[config.mk]
export PLATFORM = sky130hd
export DESIGN_NAME = alu_arbiter
export DESIGN_NICKNAME = d
export VERILOG_FILES = /design/src/rtl/alu_arbiter.sv
export SDC_FILE = /design/constraint.sdc
export NUM_CORES = 1
export LEC_CHECK = 0
export ABC_AREA = 0
export BUFFER_PORTS_ARGS = -buffer_cell sky130_fd_sc_hd__buf_2
export CORE_ASPECT_RATIO = 0.5
export CORE_MARGIN = 2
export CORE_UTILIZATION = 44
export DETAILED_ROUTE_END_ITERATION = 7
export GPL_ROUTABILITY_DRIVEN = 0
export PLACE_DENSITY = 0.81
export SETUP_SLACK_MARGIN = 0.2
export SYNTH_ARGS = -nofsm -noshare
export SYNTH_HDL_FRONTEND = slang
export SYNTH_SLANG_ARGS = --single-unit
[constraint.sdc]
create_clock -name clk -period 2 [get_ports clk]
set_input_delay 0.5 -clock clk [delete_from_list [all_inputs] [get_ports clk]]
set_output_delay 0.5 -clock clk [all_outputs]
set_load 0.05 [all_outputs]
[src/rtl/alu_arbiter.sv]
`default_nettype none
// ============================================================================
//  Module      : alu_arbiter
//  Description : Round-robin two-port arbiter and sequencer for a shared
//                combinational ALU. Accepts one operand/opcode transaction
//                at a time, drives the ALU from registered operands for one
//                EXEC cycle, captures the result and returns it over a
//                per-port response handshake.
//  Options     : define ALU_ARB_STATS_EN to build the saturating per-port
//                grant counters (GntCnt0/GntCnt1); otherwise they read 0.
//  Revision    : 1.0 - initial release
// ============================================================================
module alu_arbiter #(
  parameter int WIDTH = 8
) (
  input  logic             clk,
  input  logic             reset,
  input  logic             ReqValid0,
  input  logic             ReqValid1,
  output logic             ReqReady0,
  output logic             ReqReady1,
  input  logic [WIDTH-1:0] ReqA0,
  input  logic [WIDTH-1:0] ReqA1,
  input  logic [WIDTH-1:0] ReqB0,
  input  logic [WIDTH-1:0] ReqB1,
  input  logic [1:0]       ReqOp0,
  input  logic [1:0]       ReqOp1,
  output logic             RspValid0,
  output logic             RspValid1,
  input  logic             RspReady0,
  input  logic             RspReady1,
  output logic [WIDTH-1:0] RspResult,
  output logic             RspZero,
  output logic             Busy,
  output logic [WIDTH-1:0] SrcA,
  output logic [WIDTH-1:0] SrcB,
  output logic [1:0]       ALUControl,
  input  logic [WIDTH-1:0] ALUResult,
  input  logic             Zero,
  output logic [7:0]       GntCnt0,
  output logic [7:0]       GntCnt1
);

  typedef enum logic [1:0] {
    S_IDLE = 2'd0,
    S_EXEC = 2'd1,
    S_RESP = 2'd2
  } state_t;

  state_t           state_q;
  logic             ptr_q;      // priority port when both request
  logic             gnt_q;      // port being served
  logic [WIDTH-1:0] a_q;
  logic [WIDTH-1:0] b_q;
  logic [1:0]       op_q;
  logic [WIDTH-1:0] res_q;
  logic             zero_q;
  logic             rsp_v0_q;
  logic             rsp_v1_q;
  logic             busy_q;

  logic             in_idle;
  logic             rdy0;
  logic             rdy1;
  logic             accept;
  logic             rsp_done;
  logic [WIDTH-1:0] a_d;
  logic [WIDTH-1:0] b_d;
  logic [1:0]       op_d;

  // A port wins if it is the only requester, or if both request and the
  // pointer names it. Held off during reset so nothing is accepted then.
  assign in_idle  = (state_q == S_IDLE);
  assign rdy0     = ~reset & in_idle & ReqValid0 & ~(ReqValid1 & ptr_q);
  assign rdy1     = ~reset & in_idle & ReqValid1 & ~(ReqValid0 & ~ptr_q);
  assign accept   = rdy0 | rdy1;
  assign rsp_done = (rsp_v0_q & RspReady0) | (rsp_v1_q & RspReady1);

  assign a_d  = rdy1 ? ReqA1  : ReqA0;
  assign b_d  = rdy1 ? ReqB1  : ReqB0;
  assign op_d = rdy1 ? ReqOp1 : ReqOp0;

  assign ReqReady0  = rdy0;
  assign ReqReady1  = rdy1;
  assign RspValid0  = rsp_v0_q;
  assign RspValid1  = rsp_v1_q;
  assign RspResult  = res_q;
  assign RspZero    = zero_q;
  assign Busy       = busy_q;
  assign SrcA       = a_q;
  assign SrcB       = b_q;
  assign ALUControl = op_q;

  // Sequencer: accept -> one ALU cycle -> hold response until consumed.
  always_ff @(posedge clk) begin
    if (reset) begin
      state_q  <= S_IDLE;
      ptr_q    <= 1'b0;
      gnt_q    <= 1'b0;
      a_q      <= '0;
      b_q      <= '0;
      op_q     <= 2'b00;
      res_q    <= '0;
      zero_q   <= 1'b0;
      rsp_v0_q <= 1'b0;
      rsp_v1_q <= 1'b0;
      busy_q   <= 1'b0;
    end else begin
      unique case (state_q)
        S_IDLE: begin
          if (accept) begin
            a_q     <= a_d;
            b_q     <= b_d;
            op_q    <= op_d;
            gnt_q   <= rdy1;
            busy_q  <= 1'b1;
            state_q <= S_EXEC;
          end
        end
        S_EXEC: begin
          res_q    <= ALUResult;
          zero_q   <= Zero;
          rsp_v0_q <= ~gnt_q;
          rsp_v1_q <= gnt_q;
          state_q  <= S_RESP;
        end
        S_RESP: begin
          // Only the granted port's ready matters; rsp_v*_q already masks it.
          if (rsp_done) begin
            rsp_v0_q <= 1'b0;
            rsp_v1_q <= 1'b0;
            ptr_q    <= ~gnt_q;
            busy_q   <= 1'b0;
            state_q  <= S_IDLE;
          end
        end
        default: begin
          state_q <= S_IDLE;
        end
      endcase
    end
  end

`ifdef ALU_ARB_STATS_EN
  logic [7:0] cnt0_q;
  logic [7:0] cnt1_q;

  // Saturating count of accepted requests per port.
  always_ff @(posedge clk) begin
    if (reset) begin
      cnt0_q <= 8'h00;
      cnt1_q <= 8'h00;
    end else begin
      if (rdy0 && (cnt0_q != 8'hFF)) cnt0_q <= cnt0_q + 8'd1;
      if (rdy1 && (cnt1_q != 8'hFF)) cnt1_q <= cnt1_q + 8'd1;
    end
  end

  assign GntCnt0 = cnt0_q;
  assign GntCnt1 = cnt1_q;
`else
  assign GntCnt0 = 8'h00;
  assign GntCnt1 = 8'h00;
`endif

endmodule
`default_nettype wire

# --- Yosys cells after proc, flatten, opt, wreduce, memory -nomap -nowiden ---
# Index checks and enable logic that the tools add are counted.
totals:
  output_inout_bits: 48
  word_cells: 50
  input_bits: 51
  ff_bits: 34
op_classes:
  bitwise: 16
  n_eq_ne: 4
  n_reduce_logical: 8
  mux: 11
ops:
  columns: ["operator", "n"]
  rows:
  - ["$mux W8", 2]
  - ["$and A1 B1 Y1", 9]
  - ["$reduce_and A2 Y1", 4]
  - ["$mux W2", 3]
  - ["$pmux W1 S2", 3]
  - ["$pmux W2 S3", 1]
  - ["$not A1 Y1", 5]
  - ["$reduce_bool A2 Y1", 2]
  - ["$reduce_and A3 Y1", 1]
  - ["$eq A2 B1 Y1 const B", 1]
  - ["$eq A2 B2 Y1 const B", 1]
  - ["$logic_not A2 Y1", 1]
  - ["$mux W1", 2]
  - ["$ne A2 B1 Y1 const B", 1]
  - ["$ne A2 B2 Y1 const B", 1]
  - ["$or A1 B1 Y1", 2]

# --- Depth between registers and ports, before layout ---
depth:
  ltp_word: 7
  mapped_depth: 6
  ltp_nobuf: 3

# --- Worst setup path before layout ---
# Ideal clock, no wire load.
synth_timing:
  path_kind: "in2out"
  startpoint: "input port reset"
  endpoint: "output port ReqReady1"
  required_ns: 1.500
  arrival_ns: 1.676
  path_slack_ns: -0.176
  path_stages: 5
  path_buffers: 3
  cell_sequence: "buf_6 or3_1 buf_6 buf_12 nor3_4"
synth_via:
  elab_chain_cells: 4
synth_rtl:
  columns: ["item", "line_no", "source"]
  rows:
  - ["start, declared", "17", "input logic reset,"]
  - ["$not A1 Y1", "75", "assign rdy1 = ~reset & in_idle & ReqValid1 & ~(ReqValid0 & ~ptr_q);"]
  - ["$and A1 B1 Y1 (3 in a row)", "75", null]
  - ["end, declared", "21", "output logic ReqReady1,"]
# Every way passes these cells.

# --- Final worst setup path ---
# Same ends and word-level chain as after synthesis.

==> out/qor.txt <==
Detailed Place HPWL -> 3410 um
Share of layout cells above drive strength 1 -> 43.8%
Worst r2r dst -> SrcA[5]
Switching share of power -> 38.8%
Post-synth ARST share -> 0%
Die ar. -> 4640 um2
Leakage -> 0.00102 uW
I/O pin cnt -> 99
Nets -> 340
Initial DRC count -> 79
Post-synth EDFFs -> 0
Pre-CTS WS -> 0.0935 ns
Yosys reg bits -> 34
Hold_buf cts -> 0
CP arrival -> 1.32 ns
Final Non-Filler Cells -> 344
Tcrit/Tclk final -> 90.8%
Detailed Routing Iterations Pass 1 -> 4
Clock power share -> 26.1%
Crit path launch type -> input pin
Uppermost layer routed -> met4
Flip-flop and latch area -> 686 um2
Hold Path Class -> flip-flop to flip-flop
Critical path capture point type -> output pin
H-tree depth -> 2
Clk buf depth -> 2
Multi-input logic area -> 922 um2
Total Routing Usage GR -> 21.1%
Largest net degree at the start of global routing -> 38
Area leader, netlist -> dfxtp_1
PwrDens -> 843 nW/um2
PortBufs -> 82
Setup CP Type -> input pin to output pin
Synth warnings -> 0
Worst r2r src -> state_q[1]
Critical hold path startpoint -> RspResult[0]
Sequential share of power -> 38.7%
Clk Tree Root Cell -> clkbuf_8
Fillers -> 334
Mapped Area -> 1800 um2
Most used DFF post-synth -> dfxtp_1
Setup TNS -> 0 ns
Skew final -> 0.00513 ns
DR vias -> 1846
Core ar. -> 3900 um2
R2R setup slack -> 0.34 ns
Slew Viols, Final -> 0
Via density -> 5.37
Area post-placement -> 2210 um2
Placed Cells -> 331
Worst hold path depth -> 2
First-pass GRT wire length -> 7640 um
Clock sinks -> 34
Min Tclk post-route -> 1.82 ns
Layout Area Growth over Synthesis -> 32.4%
Leading post-synthesis cells by instance count -> dfxtp_1 (34), a21oi_1 (31), nand2_1 (21)
Routed WL per cell -> 14.2 um
Data required, critical path -> 1.50 ns
Post-Syn Area per Cell -> 8.80 um2
Die width -> 94.3 um
Die height -> 49.2 um
Worst vdd ir -> 0.372 mV
Top-count cell post-synth -> dfxtp_1
Number of max-cap violations -> 0
Vias in the first global route -> 1737
Wire length on met1 -> 2080 um
Worst setup margin -> 0.183 ns
Final hold vios -> 0
Comb power frac -> 35.2%
Row count -> 16
Synth area leaders -> dfxtp_1 (38%), a311oi_1 (8.8%), a21oi_1 (8.6%)
Final Cell Area -> 2380 um2
Crit Path Max Fanout -> 3
Num CTS Buffers -> 5
Internal power -> 1230 uW
Initial antenna violation count -> 0
Clock slew at reported path FFs -> 0.07 ns
Latest clock arrival within the worst-skew pair -> 0.28 ns
Post-synthesis sequential area ratio -> 37.9%
Fmax -> 0.550 GHz
Yosys top cell area share -> 37.9%
Met2 WL -> 2360 um
RSZ-0062 raised after global routing -> true
Worst R2R Path Depth -> 8
Routed wl met3 -> 398 um
Final setup vio count -> 0
Post-Syn Instances -> 204
Yosys cell types -> 33
Net Sw Power -> 779 uW
Post-route DRC violation count -> 0
CTS tree -> yes
WHS Endpoint -> RspResult[0]
DRT antenna net count -> 0
Final wirelength -> 4890 um
Starting density of the core -> 46.0%
Status -> finished clean
Antenna Cells -> 0
Grt ovf -> 0
==> power groups by stage <==
stage               logic (uW)  clock network [uW]  registers [uW]
global route               750                 559             781
global placement           662                   0             788
detailed placement         675                   0             790
finish                     706                 522             776
CTS                        696                 534             774
floorplan                  342                   0             983
==> cells in the final DEF (no fill, tap or decap), drive strengths merged <==
cell	Yosys	routed
buf	33	102
dfxtp	34	34
a21oi	31	31
nand2	21	21
nand4	18	18
a311oi	18	18
o31ai	18	18
conb	1	16
clkbuf	6	6
nand2b	3	3
nor3	2	2
a31o	2	2
o211ai	2	2
clkinv	1	2
or3	2	2
nor2b	2	2
or2	2	2
and3	1	1
and2	1	1
or2b	1	1
a22oi	1	1
nand3b	1	1
o21ai	1	1
inv	1	1
nor2	1	1
clkinvlp	0	1
==> cells by family (layout without fill, tap and decap cells) <==
logic type      after synthesis  count (layout)  synth area share [%]
buf+inv                      41             112                  14.9
flops                        34              34                  37.9
other cells                   1              16                 0.209
compound gates               73              73                  30.0
simple gates                 55              55                  17.0
==> worst max-delay path by stage <==
stage,from,end,slack (ns),depth (start not counted)
after global placement,reset,ReqReady1,0.12,4
after detailed placement,reset,ReqReady1,0.09,4
after global routing,state_q[1],ReqReady1,0.14,3
after floorplan,reset,ReqReady1,-0.13,5
after CTS,reset,ReqReady1,0.12,4
final,reset,ReqReady1,0.18,4
==> layout make-up <==
type	instances	area share [%]
Clock buffer	6	3.47
Clock inverter	2	0.526
Inverter	2	0.316
Multi-Input combinational cell	144	38.8
Sequential cell	34	28.8
Tap cell	54	2.84
Timing Repair Buffer	102	25.2
==> per-stage QoR <==
stage,power (uW),hold slack [ns],utilization (%)
6_report,2000,0.453,60.9
5_1_grt,2090,0.460,60.9
4_1_cts,2000,0.451,60.5
3_5_place_dp,1470,0.447,56.6
3_3_place_gp,1450,0.439,56.6
2_1_floorplan,1320,0.453,-
==> sequential cells by signal, indices dropped and copies added, names as in the netlist <==
register / flops
state_q: 2
SrcB: 8
RspValid1: 1
ptr_q: 1
RspValid0: 1
gnt_q: 1
SrcA: 8
RspResult: 8
RspZero: 1
ALUControl: 2
Busy: 1
==> routing by layer <==
layer,global-route usage (%),up-vias
li1,-,902
met1,25.2,845
met5,0,-
met2,36.4,91
met3,5.41,8
met4,8.45,0
==> critical path, cell delays in order <==
cell	delay [ns]
buf_6	0.09
or3_4	0.39
nor3_4	0.15
buf_6	0.18
==> repair_timing <==
action	CTS	global route
setup endpoints to repair	2	2
setup buffers	4	1
gates resized for setup	8	3
pin swaps	3	3
No activity file was read; power rests on OpenSTA's default activity.
